`src/rtl/mul_sequencer.sv`:
```
// mul_sequencer
// Multi-cycle controller that sequences the H6 shift-add multiplier to run one
// unsigned register-register multiply: Rd:Rd+1 <- Rd * Rs (W x W -> 2W).
// While busy it owns the A, B and S buses of the datapath.
//
// Ports
//   CLK                 system clock, rising edge
//   CLR                 asynchronous active-low reset
//   start, rd, rs       request strobe and register indices (sampled in IDLE)
//   abort               synchronous cancel, honoured in LDB..FIN only
//   busy, done, err     status: in progress, completion pulse, reject pulse
//   RA, SR              one-hot A-bus selects / S-bus write enables
//   SB0, B0B, SHS       B0 load, B0 -> B bus, shifter -> S bus
//   MUL1, MUL2_1, MUL2_2            H6 input selects
//   Rst_H6, inQLK, inTWO, inTHREE, inFOUR   H6 step strobes
//   ALS_H6_a, ALS_H6_q  H6 A/Q registers -> S bus
//   MUL3, EX0           PSW source select and flag-update enable
module mul_sequencer #(
  parameter int W     = 16,
  parameter int CNT_W = 5
) (
  input  logic       CLK,
  input  logic       CLR,
  input  logic       start,
  input  logic [2:0] rd,
  input  logic [2:0] rs,
  input  logic       abort,
  output logic       busy,
  output logic       done,
  output logic       err,
  output logic [7:0] RA,
  output logic [7:0] SR,
  output logic       SB0,
  output logic       B0B,
  output logic       SHS,
  output logic       MUL1,
  output logic       MUL2_1,
  output logic       MUL2_2,
  output logic       Rst_H6,
  output logic       inQLK,
  output logic       inTWO,
  output logic       inTHREE,
  output logic       inFOUR,
  output logic       ALS_H6_a,
  output logic       ALS_H6_q,
  output logic       MUL3,
  output logic       EX0
);

  typedef enum logic [3:0] {
    S_IDLE, S_LDB, S_CLRM, S_LDQ, S_ADD, S_SHF, S_FIN, S_WRH, S_WRL, S_DONE
  } state_t;

  localparam logic [CNT_W-1:0] LAST_ITER = CNT_W'(W - 1);

  state_t           state, state_nxt;
  logic [CNT_W-1:0] cnt, cnt_nxt;
  logic [2:0]       rd_q, rd_nxt;
  logic [2:0]       rs_q, rs_nxt;
  logic             err_q, err_nxt;
  logic [2:0]       rd_lo;

  // R4 is excluded because its pair partner R5 is the PSW, which is not
  // S-bus writable; R5 itself is excluded for the same reason.
  logic reject;
  assign reject = (rd == 3'd4) || (rd == 3'd5);

  // Low word goes to the next register; 3-bit arithmetic wraps R7 -> R0.
  assign rd_lo = rd_q + 3'd1;

  // NOTE: state registers use non-blocking assignments so every flop samples
  // the pre-edge values regardless of process evaluation order.
  always_ff @(posedge CLK or negedge CLR) begin
    if (!CLR) begin
      state <= S_IDLE;
      cnt   <= '0;
      rd_q  <= '0;
      rs_q  <= '0;
      err_q <= 1'b0;
    end else begin
      state <= state_nxt;
      cnt   <= cnt_nxt;
      rd_q  <= rd_nxt;
      rs_q  <= rs_nxt;
      err_q <= err_nxt;
    end
  end

  // NOTE: every variable gets a default before the case so no path leaves
  // one unassigned, which would otherwise infer a latch.
  always_comb begin
    state_nxt = state;
    cnt_nxt   = cnt;
    rd_nxt    = rd_q;
    rs_nxt    = rs_q;
    err_nxt   = 1'b0;

    unique case (state)
      S_IDLE: begin
        if (start) begin
          if (reject) begin
            err_nxt = 1'b1;
          end else begin
            rd_nxt    = rd;
            rs_nxt    = rs;
            state_nxt = S_LDB;
          end
        end
      end
      S_LDB:  state_nxt = abort ? S_IDLE : S_CLRM;
      S_CLRM: state_nxt = abort ? S_IDLE : S_LDQ;
      S_LDQ: begin
        cnt_nxt   = '0;
        state_nxt = abort ? S_IDLE : S_ADD;
      end
      S_ADD:  state_nxt = abort ? S_IDLE : S_SHF;
      S_SHF: begin
        cnt_nxt = cnt + CNT_W'(1);
        if (abort)                  state_nxt = S_IDLE;
        else if (cnt == LAST_ITER)  state_nxt = S_FIN;
        else                        state_nxt = S_ADD;
      end
      S_FIN:  state_nxt = abort ? S_IDLE : S_WRH;
      // Write-back is atomic: abort is no longer looked at from here on.
      S_WRH:  state_nxt = S_WRL;
      S_WRL:  state_nxt = S_DONE;
      S_DONE: state_nxt = S_IDLE;
      default: state_nxt = S_IDLE;
    endcase
  end

  // Moore output decode: outputs depend only on registered state, so reset
  // forces them all to 0 at once.
  always_comb begin
    busy     = (state != S_IDLE);
    done     = 1'b0;
    err      = err_q;
    RA       = '0;
    SR       = '0;
    SB0      = 1'b0;
    B0B      = 1'b0;
    SHS      = 1'b0;
    MUL1     = 1'b0;
    MUL2_1   = 1'b0;
    MUL2_2   = 1'b0;
    Rst_H6   = 1'b0;
    inQLK    = 1'b0;
    inTWO    = 1'b0;
    inTHREE  = 1'b0;
    inFOUR   = 1'b0;
    ALS_H6_a = 1'b0;
    ALS_H6_q = 1'b0;
    MUL3     = 1'b0;
    EX0      = 1'b0;

    unique case (state)
      S_IDLE: ;
      S_LDB: begin
        RA  = 8'd1 << rs_q;
        SHS = 1'b1;
        SB0 = 1'b1;
      end
      S_CLRM: Rst_H6 = 1'b1;
      S_LDQ: begin
        RA    = 8'd1 << rd_q;
        B0B   = 1'b1;
        MUL1  = 1'b1;
        inQLK = 1'b1;
      end
      S_ADD: begin
        B0B    = 1'b1;
        MUL2_1 = 1'b1;
        inTWO  = 1'b1;
      end
      S_SHF: inTHREE = 1'b1;
      S_FIN: begin
        inFOUR = 1'b1;
        MUL3   = 1'b1;
        EX0    = 1'b1;
      end
      S_WRH: begin
        ALS_H6_a = 1'b1;
        SR       = 8'd1 << rd_q;
      end
      S_WRL: begin
        ALS_H6_q = 1'b1;
        SR       = 8'd1 << rd_lo;
      end
      S_DONE: done = 1'b1;
      default: ;
    endcase
  end

endmodule

```
`config.mk`:
```
export PLATFORM = sky130hd
export DESIGN_NAME = mul_sequencer
export DESIGN_NICKNAME = d
export VERILOG_FILES = /design/src/rtl/mul_sequencer.sv
export SDC_FILE = /design/constraint.sdc
export NUM_CORES = 1
export LEC_CHECK = 0
export ABC_AREA = 0
export CELL_PAD_IN_SITES_DETAIL_PLACEMENT = 1
export CELL_PAD_IN_SITES_GLOBAL_PLACEMENT = 1
export CORE_ASPECT_RATIO = 0.7
export CORE_MARGIN = 1
export CORE_UTILIZATION = 35
export CTS_CLUSTER_DIAMETER = 100
export DETAILED_ROUTE_END_ITERATION = 6
export GPL_TIMING_DRIVEN = 0
export PLACE_DENSITY = 0.87
export SLEW_MARGIN = 20
export SYNTH_ARGS = -nofsm -noshare
export SYNTH_HDL_FRONTEND = slang
export SYNTH_SLANG_ARGS = --single-unit
export TNS_END_PERCENT = 1
```
`constraint.sdc`:
```
create_clock -name CLK -period 3.1 [get_ports CLK]
set_clock_uncertainty 0.15 [all_clocks]
set_input_delay 0.31 -clock CLK [delete_from_list [all_inputs] [get_ports CLK]]
set_output_delay 0.31 -clock CLK [all_outputs]
set_load 0.005 [all_outputs]
```
==> run_results.csv <==
group,metric,value,unit
run_status,outcome,"finished, final reports clean",
global_route,grt_pass1_vias,1167,
synthesis,ys_async_sr_fraction,100.0,%
timing,period_share,92.66,%
clocking,cts_made_buffers,3,
route,postRouteAntennaNets,0,
clocking,clockBufferDepth,2,
synthesis,synthMuxAreaShare,6.538,%
final_layout,final_nets,183,
timing,finalWorstSetupSlack,227.6,ps
synthesis,synth_top_flop_cell,"dfrtp_1",
clocking,ctsResizeCount,0,
timing,min_period,2872,ps
power,p_total,1.178,mW
clocking,clkTransAtPathRegs,70,ps
timing,worstMarginPinSlew,736.1,ps
job,drv_cap,0,
synthesis,yosysUniqueCellTypes,39,
synthesis,synthCells,122,
floorplan,rows,17,
synthesis,ys_seq_area_share,34.30,%
synthesis,yosysWarnings,0,
clocking,clkSinkCount,16,
synthesis,synth-simple-area-share,29.69,%
clocking,clk_latency,260,ps
critical_path,required,2640,ps
placement,port_buffers,42,
timing,final.setup.tns,0,ps
floorplan,dieWidth,71.03,um
placement,gp_congestion,0.7853,
timing,finalHoldViolations,0,
critical_path,slowest_delay,580,ps
route,drt_wl_total,3.523,mm
route,drt_first_pass_iters,6,
synthesis,syn_area,0.001167,sq mm
timing,maxSlewViolCount,0,
synthesis,synth_fp_nets,136,
route,dr_total_vias,1112,
floorplan,die_y,50.32,um
route,drt_first_iter_violations,37,
placement,dpl.hpwl,2.733,mm
clocking,hold_buffers,0,
critical_path,start_kind,"flip-flop",
global_route,track_usage,21.90,%
final_layout,nFillCells,357,
critical_path,critPathSlowestCell,"clkdlybuf4s50_1",
final_layout,fin_util,53.34,%
clocking,cts_setup_buffers,0,
timing,setup-violations-final,0,
floorplan,io_pins,44,
global_route,grt_pass1_wl,5.802,mm
synthesis,synth_compound_area_share,14.47,%
final_layout,antenna_cells,0,
synthesis,yosys.area_share.adder,4.287,%
synthesis,synth_edf_count,0,
timing,rsz0062_at_grt,"no",
final_layout,drive_gt1_share,14.88,%
final_layout,area_delta_synth_final,44.80,%
final_layout,design_area,0.001690,sq mm
final_layout,mostFrequentLayoutCells,"clkdlybuf4s50_1 (42), dfrtp_1 (16), nand2_1 (14), nand2b_1 (10)",
placement,dp_slack,542.8,ps
synthesis,ys_seq_elements,16,
clocking,cts_tree,"done",
floorplan,die_area,0.003574,sq mm
synthesis,syn_area_per_cell,9.569,sq um
final_layout,final_common_cell,"clkdlybuf4s50_1",
critical_path,crit_chain,"buf_4 > nor4b_4 > nand2b_1 > o32ai_1 > clkdlybuf4s50_1",
placement,place_area,0.001635,sq mm
clocking,h-tree-depth,1,
clocking,cts-root-buf,"clkbuf_8",
route,routedWlPerCell,17.10,um
floorplan,core_region_area,0.003169,sq mm
critical_path,reg2reg_depth,4,
final_layout,fin_cells,206,
timing,max_freq,348.1,MHz
placement,dp.cells,202,
power,leakagePower,0.7105,nW
route,drc,0,
global_route,grt_start_max_net_pins,17,
power,power_density,696.8,mW/mm^2
critical_path,worstPathArrival,2410,ps
timing,hold_ws,334.9,ps
hold_path,hold_path_class,"reg2reg",
critical_path,crit_fanout,10,
global_route,overflow,0,
power,ir_drop,0.3624,mV
route,viasPerCell,5.398,
synthesis,synth_top_family_by_area,"simple AND/OR/NAND/NOR gates",
critical_path,crit_path_end_kind,"output port",
synthesis,synthXorXnorAreaFrac,0.7503,%
global_route,antenna_found_initial,0,
critical_path,crit_type,"reg2out",
floorplan,initial_core_util,36.83,%
hold_path,holdPathStages,1,
timing,relSlewSlack,50.77,%
synthesized netlist by cell type (2+ instances only):
cell | count | share of area, %
o22ai_1 | 7 | 3.8
mux2i_1 | 2 | 1.7
nand2_1 | 14 | 4.5
o32ai_1 | 4 | 3.0
buf_6 | 2 | 1.9
nand4bb_1 | 2 | 1.9
nor3_1 | 5 | 2.1
buf_4 | 7 | 4.5
buf_2 | 3 | 1.3
o21a_1 | 2 | 1.3
and3_1 | 2 | 1.1
nor2_1 | 3 | 0.96
nor4b_4 | 2 | 4.1
dfrtp_1 | 16 | 34
nand2b_1 | 10 | 5.4
ha_1 | 4 | 4.3
or3_1 | 2 | 1.1
inv_1 | 5 | 1.6
o21ai_0 | 5 | 2.1
mux2_1 | 4 | 3.9
or2_2 | 3 | 1.6
final timing paths:
| kind | startpoint | slack, ps | to |
|---|---|---|---|
| setup / recovery | state[2] | 230 | RA[0] |
| hold / removal | cnt[3] | 330 | cnt[3] |
| setup reg to reg | state[0] | 1320 | rs_q[2] |
| hold reg to reg | cnt[3] | 330 | cnt[3] |
| max in group asynchronous | CLR | 2000 | state[1] |
| min in group asynchronous | CLR | 340 | cnt[2] |
cell type report:
cell class,instances,area (sq um),area share (%)
tap,38,47.55,2.813
clock buffer,4,55.05,3.257
inverter,6,22.52,1.332
multi-input combinational,88,654.4,38.71
sequential,16,400.4,23.69
timing repair buffer,42,420.4,24.87
buffer,12,90.09,5.329
layer usage:
metal / wire (um) / part of all wire, % / vias to the layer above / track usage [%]
met5: 0 / 0 / - / 0
met2: 1739 / 49 / 41 / 37.18
met4: 51 / 1.4 / 0 / 8.333
met3: 194 / 5.5 / 12 / 7.028
li1: - / - / 524 / -
met1: 1538 / 44 / 535 / 26.07
critical path: cells and delay by family, from the launching register on:
family	cells	cell delay (ps)
AO/OA/AOI/OAI	1	340
buffers and inverters	2	800
flip-flops	1	450
AND/OR/NAND/NOR	2	560
cells by family after synthesis:
kind of cell / after synthesis
XOR/XNOR: 1
AND/OR/NAND/NOR: 51
other: 1
buffers and inverters: 18
adder cells (fa/ha/maj): 4
multiplexers: 7
AO/OA/AOI/OAI: 24
flip-flops: 16
sequential cells by signal, summed over array words and instances, names as in the netlist:
signal	count
err	1
cnt	5
rs_q	3
state	4
rd_q	3
report_power, final:
part	internal, mW	leakage [nW]	switching, mW
clock	0.113	0.0288	0.0780
combinational	0.330	0.475	0.303
sequential	0.274	0.207	0.0803
Note: power is estimated with default switching activity, not from simulation.
